### config.mk
export PLATFORM = sky130hd
export DESIGN_NAME = str_match
export DESIGN_NICKNAME = d
export VERILOG_FILES = /design/src/rtl/str_match_pkg.sv /design/src/rtl/sm_window_cmp.sv /design/src/rtl/str_match.sv
export SDC_FILE = /design/constraint.sdc
export NUM_CORES = 1
export LEC_CHECK = 0
export ABC_AREA = 1
export CAP_MARGIN = 20
export CORE_MARGIN = 3
export CORE_UTILIZATION = 50
export CTS_CLUSTER_SIZE = 28
export DETAILED_ROUTE_END_ITERATION = 7
export PLACE_DENSITY = 0.7
export SETUP_SLACK_MARGIN = 0.05
export SLEW_MARGIN = 10
export SYNTH_ARGS = -nofsm -noshare
export SYNTH_HDL_FRONTEND = slang
export SYNTH_HIERARCHICAL = 1
export SYNTH_SLANG_ARGS = --single-unit
### constraint.sdc
create_clock -name clk -period 2.6 [get_ports clk]
set_clock_uncertainty 0.15 [all_clocks]
set_input_delay 0.65 -clock clk [delete_from_list [all_inputs] [get_ports clk]]
set_output_delay 0.65 -clock clk [all_outputs]
set_load 0.05 [all_outputs]
### src/rtl/str_match_pkg.sv
// Shared types and constants for the str_match streaming pattern matcher.
package str_match_pkg;

  localparam int unsigned PAT_MAX_DEF      = 8;
  localparam int unsigned STREAM_BYTES_DEF = 2048;
  localparam int unsigned CNT_W            = 12;

  localparam logic [1:0] CMD_START = 2'b01;
  localparam logic [1:0] CMD_LOAD  = 2'b10;
  localparam logic [1:0] CMD_ABORT = 2'b11;

  typedef enum logic [1:0] {
    ST_IDLE   = 2'd0,
    ST_LOAD   = 2'd1,
    ST_SEARCH = 2'd2,
    ST_DONE   = 2'd3
  } state_e;

  // ASCII upper-case letters fold onto lower case
  function automatic logic [7:0] fold_byte(input logic [7:0] b);
    if (b >= 8'h41 && b <= 8'h5A) return b + 8'h20;
    return b;
  endfunction

endpackage

### src/rtl/sm_window_cmp.sv
// Combinational compare of the byte window against the loaded pattern.
// STR_MATCH_CASE_FOLD_EN folds A-Z onto a-z on both sides before comparing.
module sm_window_cmp
  import str_match_pkg::*;
#(
  parameter int unsigned PAT_MAX = PAT_MAX_DEF
) (
  input  logic [PAT_MAX*8-1:0]          i_window,
  input  logic [PAT_MAX*8-1:0]          i_pat,
  input  logic [$clog2(PAT_MAX+1)-1:0]  i_pat_len,
  input  logic [$clog2(PAT_MAX+1)-1:0]  i_fill,
  output logic                          o_match_c
);

  logic [7:0] w_win [PAT_MAX];
  logic [7:0] w_pat [PAT_MAX];
  logic       w_eq;

  always_comb begin
    for (int i = 0; i < int'(PAT_MAX); i++) begin
`ifdef STR_MATCH_CASE_FOLD_EN
      w_win[i] = fold_byte(i_window[i*8 +: 8]);
      w_pat[i] = fold_byte(i_pat[i*8 +: 8]);
`else
      w_win[i] = i_window[i*8 +: 8];
      w_pat[i] = i_pat[i*8 +: 8];
`endif
    end
  end

  // window[len-1-i] must equal pat[i]; constant indices keep the mux shallow
  always_comb begin
    w_eq = 1'b1;
    for (int i = 0; i < int'(PAT_MAX); i++) begin
      for (int j = 0; j < int'(PAT_MAX); j++) begin
        if ((i + j + 1 == int'(i_pat_len)) && (w_win[j] != w_pat[i])) w_eq = 1'b0;
      end
    end
  end

  assign o_match_c = (i_pat_len != '0) && (i_fill >= i_pat_len) && w_eq;

endmodule

### src/rtl/str_match.sv
// Streaming byte-pattern matcher: load a pattern, then scan one fixed-length pass.
// Optional case folding via STR_MATCH_CASE_FOLD_EN (see sm_window_cmp).
module str_match
  import str_match_pkg::*;
#(
  parameter int unsigned PAT_MAX      = PAT_MAX_DEF,
  parameter int unsigned STREAM_BYTES = STREAM_BYTES_DEF
) (
  input  logic                              clk,
  input  logic                              rst_n,
  input  logic [7:0]                        data_in,
  input  logic                              data_in_val,
  input  logic [1:0]                        command,
  input  logic [7:0]                        pat_in,
  input  logic                              pat_val,
  output logic                              match_pulse,
  output logic [$clog2(STREAM_BYTES)-1:0]   match_pos,
  output logic [CNT_W-1:0]                  match_cnt,
  output logic [$clog2(PAT_MAX+1)-1:0]      pat_len,
  output logic                              busy,
  output logic                              done
);

  localparam int unsigned LEN_W = $clog2(PAT_MAX + 1);
  localparam int unsigned POS_W = $clog2(STREAM_BYTES);
  localparam int unsigned WIN_W = PAT_MAX * 8;

  state_e                 r_state, w_state_nxt;
  logic [1:0]             r_cmd_d;
  logic [WIN_W-1:0]       r_pat;
  logic [WIN_W-9:0]       r_win;
  logic [WIN_W-1:0]       w_win_nxt;
  logic [LEN_W-1:0]       r_pat_len, r_fill, w_fill_nxt;
  logic [POS_W-1:0]       r_byte_idx, r_match_pos;
  logic [CNT_W-1:0]       r_match_cnt;
  logic                   r_match_pulse, r_done, r_busy;
  logic                   w_cmd_edge, w_start, w_load, w_abort;
  logic                   w_match, w_last;
  logic                   w_load_clr, w_pat_wr, w_search_clr, w_accept, w_win_clr;

  assign w_cmd_edge = (command != r_cmd_d);
  assign w_start    = w_cmd_edge && (command == CMD_START);
  assign w_load     = w_cmd_edge && (command == CMD_LOAD);
  assign w_abort    = w_cmd_edge && (command == CMD_ABORT);

  // History holds PAT_MAX-1 older bytes; the live byte completes the window
  assign w_win_nxt  = {r_win, data_in};
  assign w_fill_nxt = (r_fill == LEN_W'(PAT_MAX)) ? r_fill : r_fill + LEN_W'(1);
  assign w_last     = (r_byte_idx == POS_W'(STREAM_BYTES - 1));

  sm_window_cmp #(.PAT_MAX(PAT_MAX)) u_cmp (
    .i_window  (w_win_nxt),
    .i_pat     (r_pat),
    .i_pat_len (r_pat_len),
    .i_fill    (w_fill_nxt),
    .o_match_c (w_match)
  );

  always_ff @(posedge clk or negedge rst_n) begin
    if (!rst_n) r_state <= ST_IDLE;
    else        r_state <= w_state_nxt;
  end

  always_comb begin
    w_state_nxt = r_state;
    if (w_abort) begin
      w_state_nxt = ST_IDLE;
    end else begin
      case (r_state)
        ST_IDLE:   if (w_load) w_state_nxt = ST_LOAD;
                   else if (w_start) w_state_nxt = ST_SEARCH;
        ST_LOAD:   if (command != CMD_LOAD) w_state_nxt = ST_IDLE;
        ST_SEARCH: if (data_in_val && w_last) w_state_nxt = ST_DONE;
        ST_DONE:   w_state_nxt = w_start ? ST_SEARCH : ST_IDLE;
        default:   w_state_nxt = ST_IDLE;
      endcase
    end
  end

  // Datapath strobes; an abort edge overrides any other action that cycle
  always_comb begin
    w_load_clr   = 1'b0;
    w_pat_wr     = 1'b0;
    w_search_clr = 1'b0;
    w_accept     = 1'b0;
    w_win_clr    = w_abort;
    case (r_state)
      ST_IDLE: begin
        w_load_clr   = w_load;
        w_search_clr = w_start;
      end
      ST_LOAD:   w_pat_wr = (command == CMD_LOAD) && pat_val && (r_pat_len != LEN_W'(PAT_MAX));
      ST_SEARCH: w_accept = data_in_val && !w_abort;
      ST_DONE:   w_search_clr = w_start;
      default: ;
    endcase
  end

  always_ff @(posedge clk or negedge rst_n) begin
    if (!rst_n) begin
      r_cmd_d       <= '0;
      r_pat         <= '0;
      r_pat_len     <= '0;
      r_win         <= '0;
      r_fill        <= '0;
      r_byte_idx    <= '0;
      r_match_pos   <= '0;
      r_match_cnt   <= '0;
      r_match_pulse <= 1'b0;
      r_done        <= 1'b0;
      r_busy        <= 1'b0;
    end else begin
      r_cmd_d       <= command;
      r_match_pulse <= 1'b0;
      r_done        <= 1'b0;
      r_busy        <= (w_state_nxt == ST_SEARCH);
      if (w_load_clr) begin
        r_pat     <= '0;
        r_pat_len <= '0;
      end else if (w_pat_wr) begin
        for (int unsigned i = 0; i < PAT_MAX; i++) begin
          if (r_pat_len == LEN_W'(i)) r_pat[i*8 +: 8] <= pat_in;
        end
        r_pat_len <= r_pat_len + LEN_W'(1);
      end
      if (w_search_clr) begin
        r_win       <= '0;
        r_fill      <= '0;
        r_byte_idx  <= '0;
        r_match_pos <= '0;
        r_match_cnt <= '0;
      end else if (w_win_clr) begin
        r_win  <= '0;
        r_fill <= '0;
      end else if (w_accept) begin
        r_win      <= w_win_nxt[WIN_W-9:0];
        r_fill     <= w_fill_nxt;
        r_byte_idx <= r_byte_idx + POS_W'(1);
        r_done     <= w_last;
        if (w_match) begin
          r_match_pulse <= 1'b1;
          r_match_pos   <= r_byte_idx - POS_W'(r_pat_len) + POS_W'(1);
          if (r_match_cnt != {CNT_W{1'b1}}) r_match_cnt <= r_match_cnt + CNT_W'(1);
        end
      end
    end
  end

  assign match_pulse = r_match_pulse;
  assign match_pos   = r_match_pos;
  assign match_cnt   = r_match_cnt;
  assign pat_len     = r_pat_len;
  assign busy        = r_busy;
  assign done        = r_done;

endmodule

# Word-level counts from Yosys, hierarchy flattened
# Cells that the tools add are included.
dict set report op_classes {
  order_cmp 1
  reduce_logical 102
  n_addsub 6
  mul 0
  bitwise_logic 0
  n_shift 0
  muxes 113
  n_div 0
  n_eq_ne 100
}
# cell n
set ops {}
lappend ops {{inequality test 8 bit} 64}
lappend ops {{two-way mux 56 bit} 3}
lappend ops {{two-way mux 64 bit} 2}
lappend ops {{two-way mux 11 bit} 7}
lappend ops {{two-way mux 1 bit} 75}
lappend ops {{logical AND 1 bit} 73}
lappend ops {{two-way mux 8 bit} 8}
lappend ops {{two-way mux 12 bit} 5}
lappend ops {{== test 4 bit (first input constant)} 8}
lappend ops {{two-way mux 4 bit} 6}
lappend ops {{nonzero test 2 bit} 12}
lappend ops {{adder 11 x 1 -> 11 bit (second input constant)} 2}
lappend ops {{AND reduction 2 bit} 9}
lappend ops {{== test 3 x 4 -> 1 bit (first input constant)} 4}
lappend ops {{== test 4 x 3 -> 1 bit (second input constant)} 4}
lappend ops {{adder 12 x 1 -> 12 bit (second input constant)} 1}
lappend ops {{two-way mux 2 bit} 6}
lappend ops {{inequality test 12 bit (second input constant)} 1}
lappend ops {{== test 11 bit (second input constant)} 1}
lappend ops {{subtractor 11 x 4 -> 11 bit} 1}
lappend ops {{== test 2 bit (second input constant)} 5}
lappend ops {{adder 4 x 1 -> 4 bit (second input constant)} 2}
lappend ops {{== test 2 x 4 -> 1 bit (first input constant)} 2}
lappend ops {{== test 4 x 2 -> 1 bit (second input constant)} 2}
lappend ops {{other kinds (18)} 19}
dict set report word_totals {
  ram_bits 0
  out_inout_bits 30
  word_cells 341
  reg_bits 169
  mem_bits_ro 0
  latchBits 0
  in_bits 22
  mem_count 0
}

# Depth between registers and ports, before layout
# Gate-level depths: netlist (run 1).
dict set report logic_depth {
  ltp_word 71
  ltp_mapped 21
  ltp_nobuf 20
}

# Modules after synthesis
# The synthesis (run 1) kept the hierarchy.
# mod n_inst cells_each area_each_um2
set by_module_without_submodules {}
lappend by_module_without_submodules {sm_window_cmp 1 1545 8750.9}
lappend by_module_without_submodules {str_match 1 913 7766.2}

# Worst setup path before layout (run 1)
# OpenSTA, ideal clock, no wires.
dict set report synth_path {
  kind {reg2reg}
  from {register r_fill[0]}
  to {register r_match_cnt[2], in the netlist match_cnt[2]}
  period_less_slack_ns 2.681
  arrival_time_ns 2.464
  stages_incl_launch_ff 21
  required_ns 2.383
  n_path_buf 0
  slack_ns -0.081
  cell_sequence {dfrtp_1 -> inv_1 -> ha_1 -> nand2_1 -> nor2_1 -> xor2_1 -> inv_1 -> ha_1 -> inv_1 -> a21oi_1 -> o21ai_0 -> a31oi_1 -> a21oi_2 -> nand2_1 -> nor2_2 -> nand3_1 -> nor2_1 -> nand3_1 -> nor2_1 -> nand3_1 -> nand2_1}
}
dict set report synth_via {
  elab_chain_cells 7
}
# item line_no
set synth_lines {}
lappend synth_lines {{from (decl)} str_match.sv:33} ;# logic [LEN_W-1:0] r_pat_len, r_fill, w_fill_nxt;
lappend synth_lines {{from (signal assigned)} str_match.sv:137} ;# r_fill <= w_fill_nxt;
lappend synth_lines {{adder 4 x 1 -> 4 bit / == test 4 bit (equally long branches)} str_match.sv:48} ;# assign w_fill_nxt = (r_fill == LEN_W'(PAT_MAX)) ? r_fill : r_fill + LEN_W'(1);
lappend synth_lines {{two-way mux 4 bit (*)} str_match.sv:48}
lappend synth_lines {{net w_fill_nxt[0]} str_match.sv:33}
lappend synth_lines {{greater-or-equal comparator 4 bit (*)} sm_window_cmp.sv:41} ;# assign o_match_c = (i_pat_len != '0) && (i_fill >= i_pat_len) && w_eq;
lappend synth_lines {{logical AND 1 bit (*) (2 in series)} sm_window_cmp.sv:41}
lappend synth_lines {{net w_match} str_match.sv:38} ;# logic w_match, w_last;
lappend synth_lines {{nonzero test 2 bit (no source line) (*)} --}
lappend synth_lines {{AND reduction 4 bit (no source line) (*)} --}
lappend synth_lines {{to (signal assigned)} str_match.sv:143} ;# if (r_match_cnt != {CNT_W{1'b1}}) r_match_cnt <= r_match_cnt + CNT_W'(1);
lappend synth_lines {{to (decl)} str_match.sv:35} ;# logic [CNT_W-1:0] r_match_cnt;
# The timed path passes the listed nets; every way through them passes the cells marked *.
# A chain may end at the register's enable or synchronous reset.

# Worst setup path in the final report (run 1)
dict set report layout_path {
  from {register r_fill[0]}
  to {register r_match_cnt[1], in the netlist match_cnt[1]}
}
# The elaborated chain is that of the path after synthesis.

==> reports/qor.txt, run 1 <==
Status = finished, violations left
Failing checks = setup timing
Final worst setup slack = -0.586 ns
CTS root buffer = clkbuf_16
DP Area = 19,600 sq um
Post-DRT Antenna Nets = 0
FF-to-FF setup slack = -0.59 ns
Initial DRT Pass Iterations = 6
Max VDD drop = 0.000878 V
Layout cell share with drive strength beyond 1 = 0.188
Setup-failing EPs final = 24
Sequential area share after synthesis = 0.256
Startpoint types = flip-flop
First-pass GRT wire length = 96,300 um
Gr usage total = 0.359
Tmin final = 3.19 ns
Slew Limit Fails = 0
Clk slew on worst S/H paths = 0.07 ns
Initial Utilization = 0.515
Final WL = 64,000 um
CP Capture Type = flip-flop
ANT cells = 0
Die extent in y = 188 um
Final TNS setup = -13.12 ns
Max_cap viols = 0
Initial antenna violation count = 0
Row cnt = 65
GPL Wtd Cong = 1.02
IO Pins = 52
Die Wd = 188 um
Total power = 20.0 mW
Most frequent cells after synthesis = 1,045 x nand2_1, 311 x xnor2_1, 224 x nor2_1, 169 x dfrtp_1, 108 x buf_6
WS Path Type = flip-flop to flip-flop
DP HPWL = 50,300 um
Layout Nets = 2,763
Worst Path Required = 2.79 ns
Synth-to-Final Area Change = 24.1%
Synth async-reset ratio = 1.00
FMAX = 314 MHz
Top_reg_cell synth = dfrtp_1
WL/cell = 20.3 um
Crit share post-route = 1.23
HP Class = flip-flop to flip-flop
Final core occ = 0.640
Yosys top cell area share = 0.256
DRC viols = 0
Synth Area per Inst = 6.72 sq um
Worst skew pair latency = 0.45 ns
H-tree depth = 4
Die ar. = 35,300 sq um
Dpl ws = -0.809 ns
Finished Cell Area = 20,500 sq um
# port buffers = 51
Core area = 32,000 sq um
TritonCTS clock tree = done
CP arrival = 3.37 ns
CTS Buffer Depth = 2
Synth warn = 6
CTS buffer count = 17
Final hold vios = 0
Setup repair after global routing missed its margin = true
Vias = 16,901
Post-synthesis net count = 2,516
CTS Sinks = 169
Yosys reg bits = 169
EDFF count, synth = 0
Worst-Margin Slew = 0.639 ns
Detailed router's first-iteration violation count = 1,735
Leak pwr = 10.1 nW
Max-slew headroom = 0.572
Distinct cells, synth = 39
Synthesized area = 16,500 sq um
P per Cell Area = 976 nW/um^2
Total grt overflow = 0
CP max FO = 6
Post-Syn Instances = 2,458
Via/cell ratio = 5.36
Synth area leaders = dfrtp_1 26%, nand2_1 24%, xnor2_1 16%
Most instantiated library cell after synthesis = nand2_1
Number of global-route vias before repair = 16,029
Largest net degree at the start of global routing = 69
Cell taking the most area after synthesis = dfrtp_1
[worst paths after layout]
| kind | from | endpoint | depth (start not counted) |
|---|---|---|---|
| hold / removal | match_pos[9] | match_pos[9] | 2 |
| min in group asynchronous | rst_n | r_win[23] | 2 |
| setup reg to reg | r_fill[0] | match_cnt[1] | 19 |
| hold reg to reg | match_pos[9] | match_pos[9] | 2 |
| max in group asynchronous | rst_n | r_win[8] | 3 |
| setup / recovery | r_fill[0] | match_cnt[1] | 19 |
[power by group]
group / internal (mW) / total, mW / switching (mW)
combinational: 5.53 / 13.0 / 7.48
clock: 1.59 / 2.79 / 1.20
sequential: 3.19 / 4.20 / 1.02
total: 10.3 / 20.0 / 9.70
[repair_timing]
item | 4_1_cts | 5_1_grt
buffers inserted | 4 | 2
pin swaps | 21 | 11
hold buffers | 1 | 0
endpoints found under the setup margin | 36 | 26
endpoints found under the hold margin | 25 | 0
cloned | 1 | 1
resized for setup | 45 | 14
[sequential cells by signal, indices dropped and copies added, names as in the netlist]
register     count
match_pulse      1
r_state          2
r_win           56
r_byte_idx      11
match_pos       11
r_pat           64
r_cmd_d          2
done             1
pat_len          4
match_cnt       12
r_fill           4
busy             1
[metrics by stage]
step	instances	hold slack, ns
3_3_place_gp	3112	0.312
3_5_place_dp	3112	0.316
6_report	3153	0.335
2_1_floorplan	2458	0.204
5_1_grt	3153	0.368
4_1_cts	3150	0.340
[cell usage in the layout (no fill, tap or decap), types with 6 or more instances in the layout]
cell type | netlist | final
dfrtp_1 | 169 | 167
nand4_1 | 48 | 48
dlygate4sd2_1 | 0 | 13
o21ai_0 | 59 | 58
clkbuf_16 | 0 | 17
inv_2 | 56 | 59
clkdlybuf4s50_1 | 0 | 35
nor2_4 | 1 | 7
inv_1 | 77 | 74
o21ai_1 | 32 | 31
xnor2_1 | 311 | 310
or2_2 | 7 | 7
a21oi_1 | 14 | 13
nand3_2 | 0 | 14
ha_1 | 35 | 32
buf_4 | 22 | 242
nor2_2 | 13 | 12
nand3_1 | 97 | 82
buf_12 | 0 | 87
buf_6 | 108 | 6
inv_4 | 20 | 20
nand2_1 | 1045 | 1042
nand2_2 | 4 | 6
xor2_1 | 57 | 56
nor2_1 | 224 | 219
[final cells by class]
type,count,area (sq um)
inverters,157,643
fillers,2926,11500
flip-flops and latches,169,4230
well taps,435,544
clock inverters,13,180
multi-input cells,1974,10300
clock buffers,19,453
repair buffers,386,4130
[metal layers]
layer / up-vias / share of wire / GRT usage / routed length (um)
li1: 7990 / - / - / -
met1: 7919 / 0.42 / 0.473 / 26600
met2: 842 / 0.45 / 0.572 / 29000
met3: 150 / 0.078 / 0.0576 / 5010
met4: 0 / 0.054 / 0.176 / 3460
met5: - / 0 / 0 / 0
[worst max-delay path, stage by stage, from the launching register on]
cell	delay, ns
dfrtp_1	0.39
buf_4	0.15
ha_4	0.15
xnor2_2	0.16
nor2_2	0.07
ha_1	0.31
nand2_2	0.08
o21ai_2	0.15
a31oi_1	0.09
buf_4	0.19
a21oi_2	0.10
nand2_1	0.07
nor2_2	0.11
nand3_2	0.10
nor2_4	0.21
nand4_1	0.15
buf_6	0.18
buf_6	0.13
nand3_2	0.06
nand2_1	0.06
[kinds of logic (layout without fill, tap and decap cells)]
logic type / Yosys count / count (layout) / synth area share
simple gates: 1451 / 1451 / 0.351
fa+ha+maj: 36 / 36 / 0.0277
compound gates: 117 / 117 / 0.0372
flops: 169 / 169 / 0.256
xor+xnor: 370 / 370 / 0.197
buf+inv: 315 / 575 / 0.131
Power figures use the tool's default switching activity.
==> inputs of run 2 (changes only) <==
CTS_CLUSTER_DIAMETER = 200   (was not set)
TNS_END_PERCENT = 5   (was not set)
==> reports/qor.txt, run 2 (synthesis results as in run 1) <==
Initial DRT Pass Iterations = 5
Most frequent cells in the layout = 1,041 x nand2_1, 394 x buf_4, 309 x xnor2_1
CP max FO = 8
WL/cell = 21.0 um
Initial Utilization = 0.515
Final TNS setup = -10.49 ns
TritonCTS clock tree = done
Die Wd = 188 um
Post-DRT Antenna Nets = 0
Clock Power Share = 0.136
Total power = 20.7 mW
CP Capture Type = flip-flop
Setup repair after global routing missed its margin = true
HP Class = flip-flop to flip-flop
CP arrival = 3.33 ns
Initial antenna violation count = 3
Core area = 32,000 sq um
Sw Share = 0.494
Reg2reg start = r_fill[0]
Status = finished, violations left
Final core occ = 0.659
Clk slew on worst S/H paths = 0.07 ns
Detailed router's first-iteration violation count = 2,018
Gr usage total = 0.382
DRC viols = 0
R2r worst-path depth = 21
Die extent in y = 188 um
DP HPWL = 54,100 um
Startpoint types = flip-flop
Fill cell count = 2,868
Number of global-route vias before repair = 16,659
CTS Sinks = 169
Layout Nets = 2,886
Hold endpoint = match_pos[2]
Final hold vios = 0
FMAX = 325 MHz
Failing checks = setup timing
Layout cell share with drive strength beyond 1 = 0.229
Layout Cells excl Fill = 3,277
Via/cell ratio = 5.37
Leak pwr = 10.6 nW
Row cnt = 65
# port buffers = 51
Biggest register = r_pat
Flop pwr share = 0.213
Worst skew pair latency = 0.48 ns
Vias = 17,604
P per Cell Area = 981 nW/um^2
Max reg flops = 64
CTS root buffer = clkbuf_16
Synth-to-Final Area Change = 27.8%
P_int = 10.5 mW
Setup-failing EPs final = 24
Worst Path Required = 2.84 ns
Placed cells = 3,235
WS Path Type = flip-flop to flip-flop
Worst r2r dst = match_cnt[6]
Crit share post-route = 1.19
Hold path cells = 2
Max VDD drop = 0.000814 V
Final WL = 68,800 um
Worst-Margin Slew = 0.602 ns
Hold slack final = 0.325 ns
Max_cap viols = 0
Die ar. = 35,300 sq um
Total grt overflow = 0
Commonest non-fill, non-tap cell in the layout = nand2_1
Finished Cell Area = 21,100 sq um
Share of total power in combinational logic = 0.651
Tmin final = 3.08 ns
CTS buffer count = 17
H-tree depth = 4
Psw = 10.2 mW
Slew Limit Fails = 0
FF-to-FF setup slack = -0.48 ns
Final worst setup slack = -0.482 ns
CTS Buffer Depth = 2
IO Pins = 52
Dpl ws = -0.897 ns
GPL Wtd Cong = 1.07
Hold_sp = match_pos[2]
DP Area = 20,200 sq um
First-pass GRT wire length = 101,000 um
Largest net degree at the start of global routing = 51
Max-slew headroom = 0.599
[run 2: changes by cell type in the layout (fill, tap and decap cells not counted), moves of 10 or more]
cell	delta
buf_4	+152
buf_12	-31
dfrtp_2	+10
dfrtp_1	-10
[run 2: how the worst max path moves through the flow]
stage / start / end / slack [ns] / depth (start not counted)
after floorplan: r_fill[0] / match_cnt[2] / -0.002 / 20
after global placement: data_in[4] / match_cnt[4] / -0.83 / 19
after detailed placement: data_in[4] / match_cnt[11] / -0.90 / 19
after CTS: r_fill[1] / match_pos[10] / -0.41 / 21
after global routing: r_fill[0] / match_cnt[3] / -0.55 / 21
final: r_fill[0] / match_cnt[6] / -0.48 / 21
[run 2: per-layer routing]
| metal | global-route usage | up-vias | share of wire |
|---|---|---|---|
| met5 | 0 | - | 0 |
| met4 | 0.161 | 0 | 0.051 |
| met3 | 0.0529 | 178 | 0.082 |
| met2 | 0.613 | 929 | 0.45 |
| met1 | 0.517 | 8261 | 0.42 |
| li1 | - | 8236 | - |
[run 2: repair_timing]
action	in CTS	in global routing
hold buffers	1	0
setup endpoints to repair	35	27
buffers inserted	4	3
hold endpoints to repair	2	0
gates cloned	1	0
pin swaps	20	17
gates resized for setup	45	42
[run 2: final cells by class]
cell class	count	area, sq um	share of cell area
well taps	435	544	0.0258
repair buffers	509	4680	0.222
clock inverters	13	186	0.00883
diodes	2	5.00	0.000237
flip-flops and latches	169	4240	0.201
clock buffers	18	429	0.0203
multi-input cells	1974	10400	0.492
inverters	157	643	0.0305
[run 2: worst max-delay path, cell delays in order, from the launching register on]
cell and delay (ns):
dfrtp_1 0.40, inv_2 0.09, ha_4 0.15, nand2_4 0.05
nor2_4 0.13, xor2_2 0.20, inv_1 0.07, ha_2 0.18
inv_2 0.06, a21oi_2 0.07, o21ai_4 0.15, a31oi_4 0.08
a21oi_2 0.13, nand2_1 0.07, nor2_2 0.12, nand3_2 0.10
nor2_4 0.19, nand3_4 0.12, nor2_4 0.12, buf_6 0.14
nand3_1 0.10, nand2_1 0.12
[run 2: power groups by stage]
stage	clock network (mW)	registers [mW]	logic, mW
floorplan	0	3.97	7.60
global placement	0	4.36	12.6
detailed placement	0	4.38	12.8
CTS	2.83	4.34	13.0
global route	2.94	4.47	14.2
finish	2.82	4.41	13.5
